`config.mk`:
```
export PLATFORM = sky130hd
export DESIGN_NAME = vsync_monitor_flat
export DESIGN_NICKNAME = d
export VERILOG_FILES = /design/src/rtl/vsync_monitor_if.sv /design/src/rtl/vsync_monitor.sv /design/src/flat_wrapper.sv
export SDC_FILE = /design/constraint.sdc
export NUM_CORES = 1
export LEC_CHECK = 0
export ABC_AREA = 1
export CAP_MARGIN = 5
export CORE_MARGIN = 4
export CORE_UTILIZATION = 40
export CTS_BUF_LIST = sky130_fd_sc_hd__clkbuf_8
export DETAILED_ROUTE_END_ITERATION = 16
export SYNTH_ARGS = -nofsm -noshare
export SYNTH_HDL_FRONTEND = slang
export SYNTH_SLANG_ARGS = --single-unit
```
`constraint.sdc`:
```
create_clock -name clk -period 2.8 [get_ports clk]
set_input_delay 0.42 -clock clk [delete_from_list [all_inputs] [get_ports clk]]
set_output_delay 0.42 -clock clk [all_outputs]
set_load 0.01 [all_outputs]
```
`src/rtl/vsync_monitor_if.sv`:
```
// Bus between a VGA sync source and vsync_monitor.
// The master drives the raw sync pins; the slave (the monitor) drives the status outputs.
interface vsync_monitor_if #(
  parameter int unsigned CNT_W = 20
) ();
  logic             vsync_in;
  logic             hsync_in;
  logic             locked;
  logic             v_active;
  logic [6:0]       vaddr;
  logic             frame_err;
  logic [CNT_W-1:0] period_meas;

  modport master (
    output vsync_in,
    output hsync_in,
    input  locked,
    input  v_active,
    input  vaddr,
    input  frame_err,
    input  period_meas
  );

  modport slave (
    input  vsync_in,
    input  hsync_in,
    output locked,
    output v_active,
    output vaddr,
    output frame_err,
    output period_meas
  );
endinterface

```
`src/rtl/vsync_monitor.sv`:
```
// VGA receive-side sync monitor: measures vsync period and pulse width, declares lock after
// LOCK_FRAMES consecutive good frames, and recovers the row address from hsync pulses.
// Optional macro VSYNC_MON_PERIOD_REG_EN: when defined, period_meas holds the last measured
// frame period; otherwise period_meas is tied to 0.
module vsync_monitor #(
  parameter int unsigned FRAME_CYCLES = 833600,
  parameter int unsigned VSYNC_CYCLES = 3200,
  parameter int unsigned TOL          = 16,
  parameter int unsigned LOCK_FRAMES  = 3,
  parameter int unsigned FIRST_ACTIVE = 31,
  parameter int unsigned ACTIVE_LINES = 480,
  parameter int unsigned ROW_DIV      = 6,
  parameter int unsigned CNT_W        = 20
) (
  input logic            clk,
  input logic            reset,
  vsync_monitor_if.slave bus
);

  typedef enum logic [1:0] {StSearch, StAcquire, StLocked} state_e;

  localparam int unsigned GoodW = $clog2(LOCK_FRAMES + 1);
  localparam int unsigned DivW  = (ROW_DIV > 1) ? $clog2(ROW_DIV) : 1;

  localparam logic [CNT_W-1:0] PeriodMin  = CNT_W'(FRAME_CYCLES - TOL);
  localparam logic [CNT_W-1:0] PeriodMax  = CNT_W'(FRAME_CYCLES + TOL);
  localparam logic [CNT_W-1:0] PulseMin   = CNT_W'(VSYNC_CYCLES - TOL);
  localparam logic [CNT_W-1:0] PulseMax   = CNT_W'(VSYNC_CYCLES + TOL);
  localparam logic [8:0]       LineFirst  = 9'(FIRST_ACTIVE);
  localparam logic [8:0]       LineEnd    = 9'(FIRST_ACTIVE + ACTIVE_LINES);
  localparam logic [GoodW-1:0] GoodLast   = GoodW'(LOCK_FRAMES - 1);
  localparam logic [GoodW-1:0] GoodTarget = GoodW'(LOCK_FRAMES);
  localparam logic [DivW-1:0]  DivLast    = DivW'(ROW_DIV - 1);

  logic vs_s1_q, vs_s2_q, vs_d_q;
  logic hs_s1_q, hs_s2_q, hs_d_q;
  logic vs_fall, vs_rise, hs_fall;

  logic [CNT_W-1:0] period_cnt_q, period_cnt_d;
  logic [CNT_W-1:0] low_cnt_q, low_cnt_d;
  logic             pulse_ok_q, pulse_ok_d;
  logic [8:0]       line_q, line_d;
  logic [DivW-1:0]  div_q, div_d;
  logic [6:0]       vaddr_q, vaddr_d;
  logic             act_q, act_d;
  logic             frame_good, timeout;

  state_e           state_q, state_d;
  logic [GoodW-1:0] good_cnt_q, good_cnt_d;
  logic             locked_q, locked_d;
  logic             frame_err_q, frame_err_d;
  logic             v_active_q, v_active_d;

  // 2-FF synchronizers plus edge-detect copy; idle-high reset so reset never fakes an edge.
  always_ff @(posedge clk or posedge reset) begin
    if (reset) begin
      vs_s1_q <= 1'b1;
      vs_s2_q <= 1'b1;
      vs_d_q  <= 1'b1;
      hs_s1_q <= 1'b1;
      hs_s2_q <= 1'b1;
      hs_d_q  <= 1'b1;
    end else begin
      vs_s1_q <= bus.vsync_in;
      vs_s2_q <= vs_s1_q;
      vs_d_q  <= vs_s2_q;
      hs_s1_q <= bus.hsync_in;
      hs_s2_q <= hs_s1_q;
      hs_d_q  <= hs_s2_q;
    end
  end

  assign vs_fall = vs_d_q & ~vs_s2_q;
  assign vs_rise = ~vs_d_q & vs_s2_q;
  assign hs_fall = hs_d_q & ~hs_s2_q;

  assign frame_good = pulse_ok_q && (period_cnt_q >= PeriodMin) && (period_cnt_q <= PeriodMax);
  assign timeout    = period_cnt_q > PeriodMax;

  // Period/pulse measurement and line/row recovery next-state.
  // Both cycle counters restart at 1 on the edge so they read true cycle counts when judged.
  always_comb begin
    period_cnt_d = period_cnt_q;
    low_cnt_d    = low_cnt_q;
    pulse_ok_d   = pulse_ok_q;
    line_d       = line_q;
    div_d        = div_q;
    vaddr_d      = vaddr_q;

    if (vs_fall) begin
      period_cnt_d = CNT_W'(1);
    end else if (!(&period_cnt_q)) begin
      period_cnt_d = period_cnt_q + CNT_W'(1);
    end

    if (vs_fall) begin
      low_cnt_d = CNT_W'(1);
    end else if (!vs_s2_q && !(&low_cnt_q)) begin
      low_cnt_d = low_cnt_q + CNT_W'(1);
    end

    // pulse_ok covers exactly one frame: set at the rise, consumed and cleared at the fall.
    if (vs_rise) begin
      pulse_ok_d = (low_cnt_q >= PulseMin) && (low_cnt_q <= PulseMax);
    end else if (vs_fall) begin
      pulse_ok_d = 1'b0;
    end

    // vsync wins over a coincident hsync edge.
    if (vs_fall) begin
      line_d = 9'd0;
    end else if (hs_fall && (line_q != 9'h1ff)) begin
      line_d = line_q + 9'd1;
    end

    act_d = (line_d >= LineFirst) && (line_d < LineEnd);

    if (vs_fall || (act_d && !act_q)) begin
      div_d   = '0;
      vaddr_d = 7'd0;
    end else if (act_d && act_q && hs_fall) begin
      if (div_q == DivLast) begin
        div_d = '0;
        if (vaddr_q != 7'h7f) vaddr_d = vaddr_q + 7'd1;
      end else begin
        div_d = div_q + DivW'(1);
      end
    end
  end

  assign act_q = (line_q >= LineFirst) && (line_q < LineEnd);

  // Lock FSM next-state; the first falling edge out of search is never judged.
  always_comb begin
    state_d     = state_q;
    good_cnt_d  = good_cnt_q;
    frame_err_d = 1'b0;
    unique case (state_q)
      StSearch: begin
        if (vs_fall) begin
          state_d    = StAcquire;
          good_cnt_d = '0;
        end
      end
      StAcquire: begin
        if (vs_fall) begin
          if (frame_good) begin
            if (good_cnt_q == GoodLast) begin
              state_d    = StLocked;
              good_cnt_d = GoodTarget;
            end else begin
              good_cnt_d = good_cnt_q + GoodW'(1);
            end
          end else begin
            frame_err_d = 1'b1;
            good_cnt_d  = '0;
          end
        end else if (timeout) begin
          state_d = StSearch;
        end
      end
      StLocked: begin
        if (vs_fall) begin
          if (!frame_good) begin
            frame_err_d = 1'b1;
            state_d     = StAcquire;
            good_cnt_d  = '0;
          end
        end else if (timeout) begin
          state_d = StSearch;
        end
      end
      default: state_d = StSearch;
    endcase
    locked_d   = state_d == StLocked;
    v_active_d = locked_d && act_d;
  end

  // State registers for counters, FSM and registered outputs.
  always_ff @(posedge clk or posedge reset) begin
    if (reset) begin
      period_cnt_q <= '0;
      low_cnt_q    <= '0;
      pulse_ok_q   <= 1'b0;
      line_q       <= 9'd0;
      div_q        <= '0;
      vaddr_q      <= 7'd0;
      state_q      <= StSearch;
      good_cnt_q   <= '0;
      locked_q     <= 1'b0;
      frame_err_q  <= 1'b0;
      v_active_q   <= 1'b0;
    end else begin
      period_cnt_q <= period_cnt_d;
      low_cnt_q    <= low_cnt_d;
      pulse_ok_q   <= pulse_ok_d;
      line_q       <= line_d;
      div_q        <= div_d;
      vaddr_q      <= vaddr_d;
      state_q      <= state_d;
      good_cnt_q   <= good_cnt_d;
      locked_q     <= locked_d;
      frame_err_q  <= frame_err_d;
      v_active_q   <= v_active_d;
    end
  end

  assign bus.locked    = locked_q;
  assign bus.v_active  = v_active_q;
  assign bus.vaddr     = vaddr_q;
  assign bus.frame_err = frame_err_q;

`ifdef VSYNC_MON_PERIOD_REG_EN
  logic [CNT_W-1:0] period_meas_q, period_meas_d;

  // Capture the period of the frame that just ended.
  always_comb begin
    period_meas_d = period_meas_q;
    if (vs_fall) period_meas_d = period_cnt_q;
  end

  // Period measurement register.
  always_ff @(posedge clk or posedge reset) begin
    if (reset) period_meas_q <= '0;
    else       period_meas_q <= period_meas_d;
  end

  assign bus.period_meas = period_meas_q;
`else
  assign bus.period_meas = '0;
`endif

endmodule
```
`src/flat_wrapper.sv`:
```
// flat-port wrapper written by rule: the top's interface ports become plain ports
module vsync_monitor_flat 
#(
  parameter int unsigned FRAME_CYCLES = 833600,
  parameter int unsigned VSYNC_CYCLES = 3200,
  parameter int unsigned TOL          = 16,
  parameter int unsigned LOCK_FRAMES  = 3,
  parameter int unsigned FIRST_ACTIVE = 31,
  parameter int unsigned ACTIVE_LINES = 480,
  parameter int unsigned ROW_DIV      = 6,
  parameter int unsigned CNT_W        = 20
)
  (clk, reset, bus_vsync_in, bus_hsync_in, bus_locked, bus_v_active, bus_vaddr, bus_frame_err, bus_period_meas);
  vsync_monitor_if #(.CNT_W(CNT_W)) bus_i ();
  input logic clk;
  input logic reset;
  input wire logic [$bits(bus_i.vsync_in)-1:0] bus_vsync_in;
  input wire logic [$bits(bus_i.hsync_in)-1:0] bus_hsync_in;
  output wire logic [$bits(bus_i.locked)-1:0] bus_locked;
  output wire logic [$bits(bus_i.v_active)-1:0] bus_v_active;
  output wire logic [$bits(bus_i.vaddr)-1:0] bus_vaddr;
  output wire logic [$bits(bus_i.frame_err)-1:0] bus_frame_err;
  output wire logic [$bits(bus_i.period_meas)-1:0] bus_period_meas;
  assign bus_i.vsync_in = bus_vsync_in;
  assign bus_i.hsync_in = bus_hsync_in;
  assign bus_locked = bus_i.locked;
  assign bus_v_active = bus_i.v_active;
  assign bus_vaddr = bus_i.vaddr;
  assign bus_frame_err = bus_i.frame_err;
  assign bus_period_meas = bus_i.period_meas;
  vsync_monitor #(.FRAME_CYCLES(FRAME_CYCLES), .VSYNC_CYCLES(VSYNC_CYCLES), .TOL(TOL), .LOCK_FRAMES(LOCK_FRAMES), .FIRST_ACTIVE(FIRST_ACTIVE), .ACTIVE_LINES(ACTIVE_LINES), .ROW_DIV(ROW_DIV), .CNT_W(CNT_W)) u_core (.clk(clk), .reset(reset), .bus(bus_i));
endmodule
```
Yosys cells after proc, flatten, opt, wreduce, memory -nomap -nowiden
Cells that the tools add are included.

Register bits: 73. Input bits: 4. Output and inout bits: 30. Word-level logic and storage cells: 110.

Add/sub/neg operators: 6. $lt $le $gt $ge: 9. Eq/ne operators: 12. Mux-type cells: 33. Bitwise operators: 6. Reduce and logical (&&, ||, !) cells: 27.

Operator list (number): 2-to-1 mux 20 bit (4); adder 20 x 1 -> 20 bit, second input constant (2); AND reduction 20 bit (2); 2-to-1 mux 7 bit (4); 2-to-1 mux 2 bit (13); greater-or-equal comparator 20 x 12 -> 1 bit, second input constant (1); greater-or-equal comparator 20 bit, second input constant (1); > comparator 20 bit, second input constant (1); less-or-equal comparator 20 x 12 -> 1 bit, second input constant (1); less-or-equal comparator 20 bit, second input constant (1); greater-or-equal comparator 9 x 5 -> 1 bit, second input constant (2); < comparator 9 bit, second input constant (2); 2-to-1 mux 9 bit (2); one-hot mux 2 bit (3 select lines) (2); logical AND 1 bit (11); nonzero test 2 bit (5); adder 9 x 1 -> 9 bit, second input constant (1); 2-to-1 mux 3 bit (3); != test 9 bit, second input constant (1); != test 2 x 1 -> 1 bit, second input constant (4); adder 7 x 1 -> 7 bit, second input constant (1); != test 7 bit, second input constant (1); equality test 2 bit, second input constant (3); 2-to-1 mux 1 bit (5); other kinds (14) (20).

Longest topological paths before layout
Depth in word-level cells: 11. Mapped depth: 20. Depth with buffers taken out: 20.

Worst setup path after synthesis
OpenSTA, ideal clock, no wires.

Kind: register to register. From: reg u_core.line_q[0]. To: reg u_core.vaddr_q[0] (netlist: u_core.bus.vaddr[0]). Library setup time: 0.117 ns. Arrival time: 2.277 ns. Data required time: 2.683 ns. Path slack: 0.406 ns. Stages on the path, launching flop included: 18. Path buffers: 0. Clock period less this slack: 2.394 ns. Path through: dfrtp_1 ha_1 nand2_1 nor4_1 ha_1 inv_2 nand3_4 nor2_2 nand2_1 nand2_1 nand3_1 nand2_1 o21ai_2 nand2_4 a21oi_4 nand2_4 nand2_1 nand2_1.

Word-level cells in the longest chain between the ends: 10. Elaborated cells between the ends (all ways): 21. Those cells by class: add/sub (1); order compare (4); eq/ne (1); mux (3); reduce/logical (12).

RTL lines: start: declaration (line vsync_monitor.sv:42) `logic [8:0] line_q, line_d;`; start signal: assignment (line vsync_monitor.sv:197) `line_q <= line_d;`; parallel branches: the longest is 10 deep, another holds adder 9 x 1 -> 9 bit; end signal: assignment (line vsync_monitor.sv:199) `vaddr_q <= vaddr_d;`; end: declaration (line vsync_monitor.sv:44) `logic [6:0] vaddr_q, vaddr_d;`.

Several ways; the timed one is not identified. A chain may end at the register's enable or synchronous reset.

Worst setup path after layout
From: reg u_core.line_q[1]. To: reg u_core.vaddr_q[4] (netlist: u_core.bus.vaddr[4]).

Same word-level chain as after synthesis.

==> results.json <==
{
  "dp_hpwl_um": 6950,
  "synth_compound_area_share_pct": 10.3,
  "synth_top_family_by_area": "simple AND/OR/NAND/NOR gates",
  "critPathMaxFanout": 7,
  "period_share_pct": 92.3,
  "p_int_mw": 1.87,
  "avgSynthCellArea_um2": 7.36,
  "die_w_um": 115,
  "path_common_cell": "nand2_1",
  "clk_pin_slew_ps": 80,
  "cp_slowest_cell": "dfrtp_1",
  "power_density_nw_per_um2": 534,
  "start_kind": "register",
  "muxShareOfSynthArea_pct": 0,
  "slew_violations": 0,
  "netSwitchingPower_mw": 0.822,
  "reg2reg_slack_ps": 220,
  "end_kind": "register",
  "yosys.area.top_type": "dfrtp_1",
  "path_class": "reg2reg",
  "grt_pass1_wl_um": 16900,
  "grt_max_degree": 52,
  "ant_nets": 0,
  "track_usage_pct": 15.8,
  "synth-xor-area-share_pct": 1.35,
  "syn_inst": 617,
  "core_area_um2": 11000,
  "clkLatencyLatePin_ps": 360,
  "drcViolationCount": 0,
  "diodes": 0,
  "hold_path_depth": 0,
  "max-cap-violations": 0,
  "dieArea_um2": 13100,
  "timing.fmax_mhz": 387,
  "p_comb_share_pct": 19.8,
  "synthAdderAreaFrac_pct": 3.86,
  "wl_um": 9530,
  "htreeDepth": 3,
  "crit_end": "u_core.bus.vaddr[4]$_DFFE_PP0P_",
  "place_area_um2": 4780,
  "io_pins": 34,
  "p_sw_share_pct": 30.5,
  "slew_headroom_pct": 47.6,
  "ys_seq_area_share_pct": 40.4,
  "p_clk_share_pct": 34.3,
  "initial_core_util_pct": 41.3,
  "setup_violations": 0,
  "cts-hold-fix-buffers": 0,
  "crit_chain": "ha_1 > nand2_2 > nor4_2 > ha_2 > inv_2 > nand3_4 > nor2_2 > nand2_1 > nand2_1 > nand3_1 > nand2_1 > o21ai_2 > nand2_4 > a21oi_4 > buf_4 > nand3_1 > nand2_1",
  "outcome": "finished, final reports clean",
  "peakVddDrop_mv": 0.330,
  "root_buffer": "clkbuf_8",
  "tightest_slew_ps": 780,
  "first_iter_violations": 239,
  "crit_required_ps": 3100,
  "vias": 3875,
  "hold_start": "u_core.hs_s1_q$_DFF_PP1_",
  "first_global_vias": 3723,
  "cp_num_buf_inv": 2,
  "wl_per_cell_um": 12.1,
  "cts_sinks": 73,
  "cts_buffers": 9,
  "design_area_um2": 5040,
  "num_rows": 38,
  "setup.worst_path.start": "u_core.line_q[1]$_DFF_PP0_",
  "cts_max_path_buffers": 2,
  "critPathTopFamily": "simple AND/OR/NAND/NOR gates",
  "synthSimpleGateAreaFrac_pct": 31.8,
  "die_h_um": 115,
  "power_frac_seq_pct": 45.9,
  "cp.arrival_ps": 2890,
  "worst-path-stages": 17,
  "cpPeakStageDelay_ps": 380,
  "hp-class": "reg2reg",
  "cellLeakagePower_nw": 2.41,
  "clock_skew_ps": 7.73,
  "synth_edf_count": 0,
  "ys_async_sr_fraction_pct": 100,
  "timing.rr.end": "u_core.bus.vaddr[4]$_DFFE_PP0P_",
  "post_synth_num_cell_types": 41,
  "layout_min_cycle_time_ps": 2580,
  "netlist_area_um2": 4540,
  "reg2reg_from": "u_core.line_q[1]$_DFF_PP0_",
  "synth_ff_type": "dfrtp_1",
  "r2r_cells": 17,
  "grt_overflow": 0,
  "whs_ps": 357,
  "io_buffers": 13,
  "layout-drive-gt1-share_pct": 10.2,
  "dr.pass1.iters": 4,
  "synth_warnings": 0,
  "via_per_inst": 4.92,
  "synthTopCellsByArea": "dfrtp_1 37%, nand2_1 11%, inv_1 7.7%",
  "cts_tree": "built",
  "tns_ps": 0,
  "netlist.area_leader.share_pct": 36.9,
  "fin_nets": 660,
  "ys_ff_latch": 73,
  "area_growth_pct": 11.2,
  "final-hold-violation-count": 0,
  "antenna_found_initial": 0,
  "gp_congestion": 0.883
}
[synthesized netlist by cell type (2+ instances only)]
master / number
nand2_1: 135
inv_1: 93
dfrtp_1: 67
nor2_1: 64
nand3_1: 47
o21ai_0: 37
a21oi_1: 27
buf_4: 20
nor3_1: 20
ha_1: 14
nand4_1: 11
nor4_1: 9
inv_2: 8
nor2_2: 7
dfstp_2: 6
xor2_1: 6
a31oi_1: 5
clkbuf_1: 5
nand2_2: 4
o21a_1: 4
and3_1: 3
nand3_2: 3
nand2_4: 2
nor2_4: 2
o21ai_1: 2
[metrics by stage]
stage	total power, mW	setup slack, ps	std cells	utilization (%)
floorplan	1.64	406	636	-
CTS	2.72	113	783	45.6
global placement	1.77	205	767	43.6
finish	2.70	217	787	45.9
global route	2.88	-6.63	787	45.9
detailed placement	1.78	129	767	43.6
[cell type report]
type | count | area, um2
Fill cell | 1133 | 5940
Timing Repair Buffer | 21 | 203
Sequential cell | 73 | 1830
Multi-Input combinational cell | 436 | 2230
Clock inverter | 6 | 82.6
Tap cell | 140 | 175
Inverter | 101 | 379
Clock buffer | 10 | 138
[routing by layer]
| layer | share of wire, % | GRT usage (%) | vias to the layer above | wire length (um) |
|---|---|---|---|---|
| li1 | - | - | 2001 | - |
| met1 | 50 | 20.9 | 1802 | 4730 |
| met2 | 45 | 25.3 | 61 | 4320 |
| met3 | 4.0 | 4.76 | 11 | 379 |
| met4 | 1.1 | 4.28 | 0 | 103 |
| met5 | 0 | 0 | - | 0 |
[cell families (layout without fill, tap and decap cells)]
family,count (synthesis),after routing
XOR/XNOR,7,7
adder cells (fa/ha/maj),14,14
buffers and inverters,127,138
AO/OA/AOI/OAI,83,83
AND/OR/NAND/NOR,312,312
flip-flops,73,73
other,1,20
[sequential cells by signal, summed over array words and instances (netlist names), 2 cells and up]
| signal | cells |
|---|---|
| u_core.low_cnt_q | 20 |
| u_core.good_cnt_q | 2 |
| u_core.bus.vaddr | 7 |
| u_core.state_q | 2 |
| u_core.line_q | 9 |
| u_core.div_q | 3 |
| u_core.period_cnt_q | 20 |
[worst register-to-register path, stage by stage (launching register included)]
cell,delay [ps]
dfrtp_1,380
ha_1,190
nand2_2,90
nor4_2,230
ha_2,290
inv_2,70
nand3_4,90
nor2_2,60
nand2_1,60
nand2_1,60
nand3_1,120
nand2_1,80
o21ai_2,170
nand2_4,90
a21oi_4,280
buf_4,160
nand3_1,60
nand2_1,70
[power by group through the flow]
stage          Combinational, mW  Clock (mW)  Sequential (mW)
6_report                   0.535       0.924             1.24
5_1_grt                    0.620        1.00             1.26
4_1_cts                    0.523       0.961             1.24
3_5_place_dp               0.519           0             1.26
3_3_place_gp               0.512           0             1.25
2_1_floorplan              0.395           0             1.25
[layout by cell type (no fill, tap or decap), drive strengths merged, types with 5 or more instances in the layout]
cell type and n:
clkbuf 10, nor4 9, o21ai 40, nand3 51, buf 8, nor2 74, clkdlybuf4s50 13, nand4 12
xor2 6, nor3 20, inv 102, dfrtp 67, conb 20, nand2 141, dfstp 6, a31oi 5
a21oi 28, ha 14
[worst min-delay path by stage]
stage | to
after floorplan | u_core.hs_s2_q$_DFF_PP1_
after global placement | u_core.hs_s2_q$_DFF_PP1_
after detailed placement | u_core.hs_s2_q$_DFF_PP1_
after CTS | u_core.hs_s2_q$_DFF_PP1_
after global routing | u_core.hs_s2_q$_DFF_PP1_
final | u_core.hs_s2_q$_DFF_PP1_
[what timing repair did]
action	4_1_cts	5_1_grt
resized for setup	0	3
setup buffers	0	4
endpoints found under the hold margin	0	0
endpoints found under the setup margin	0	10
Power figures use the tool's default switching activity.
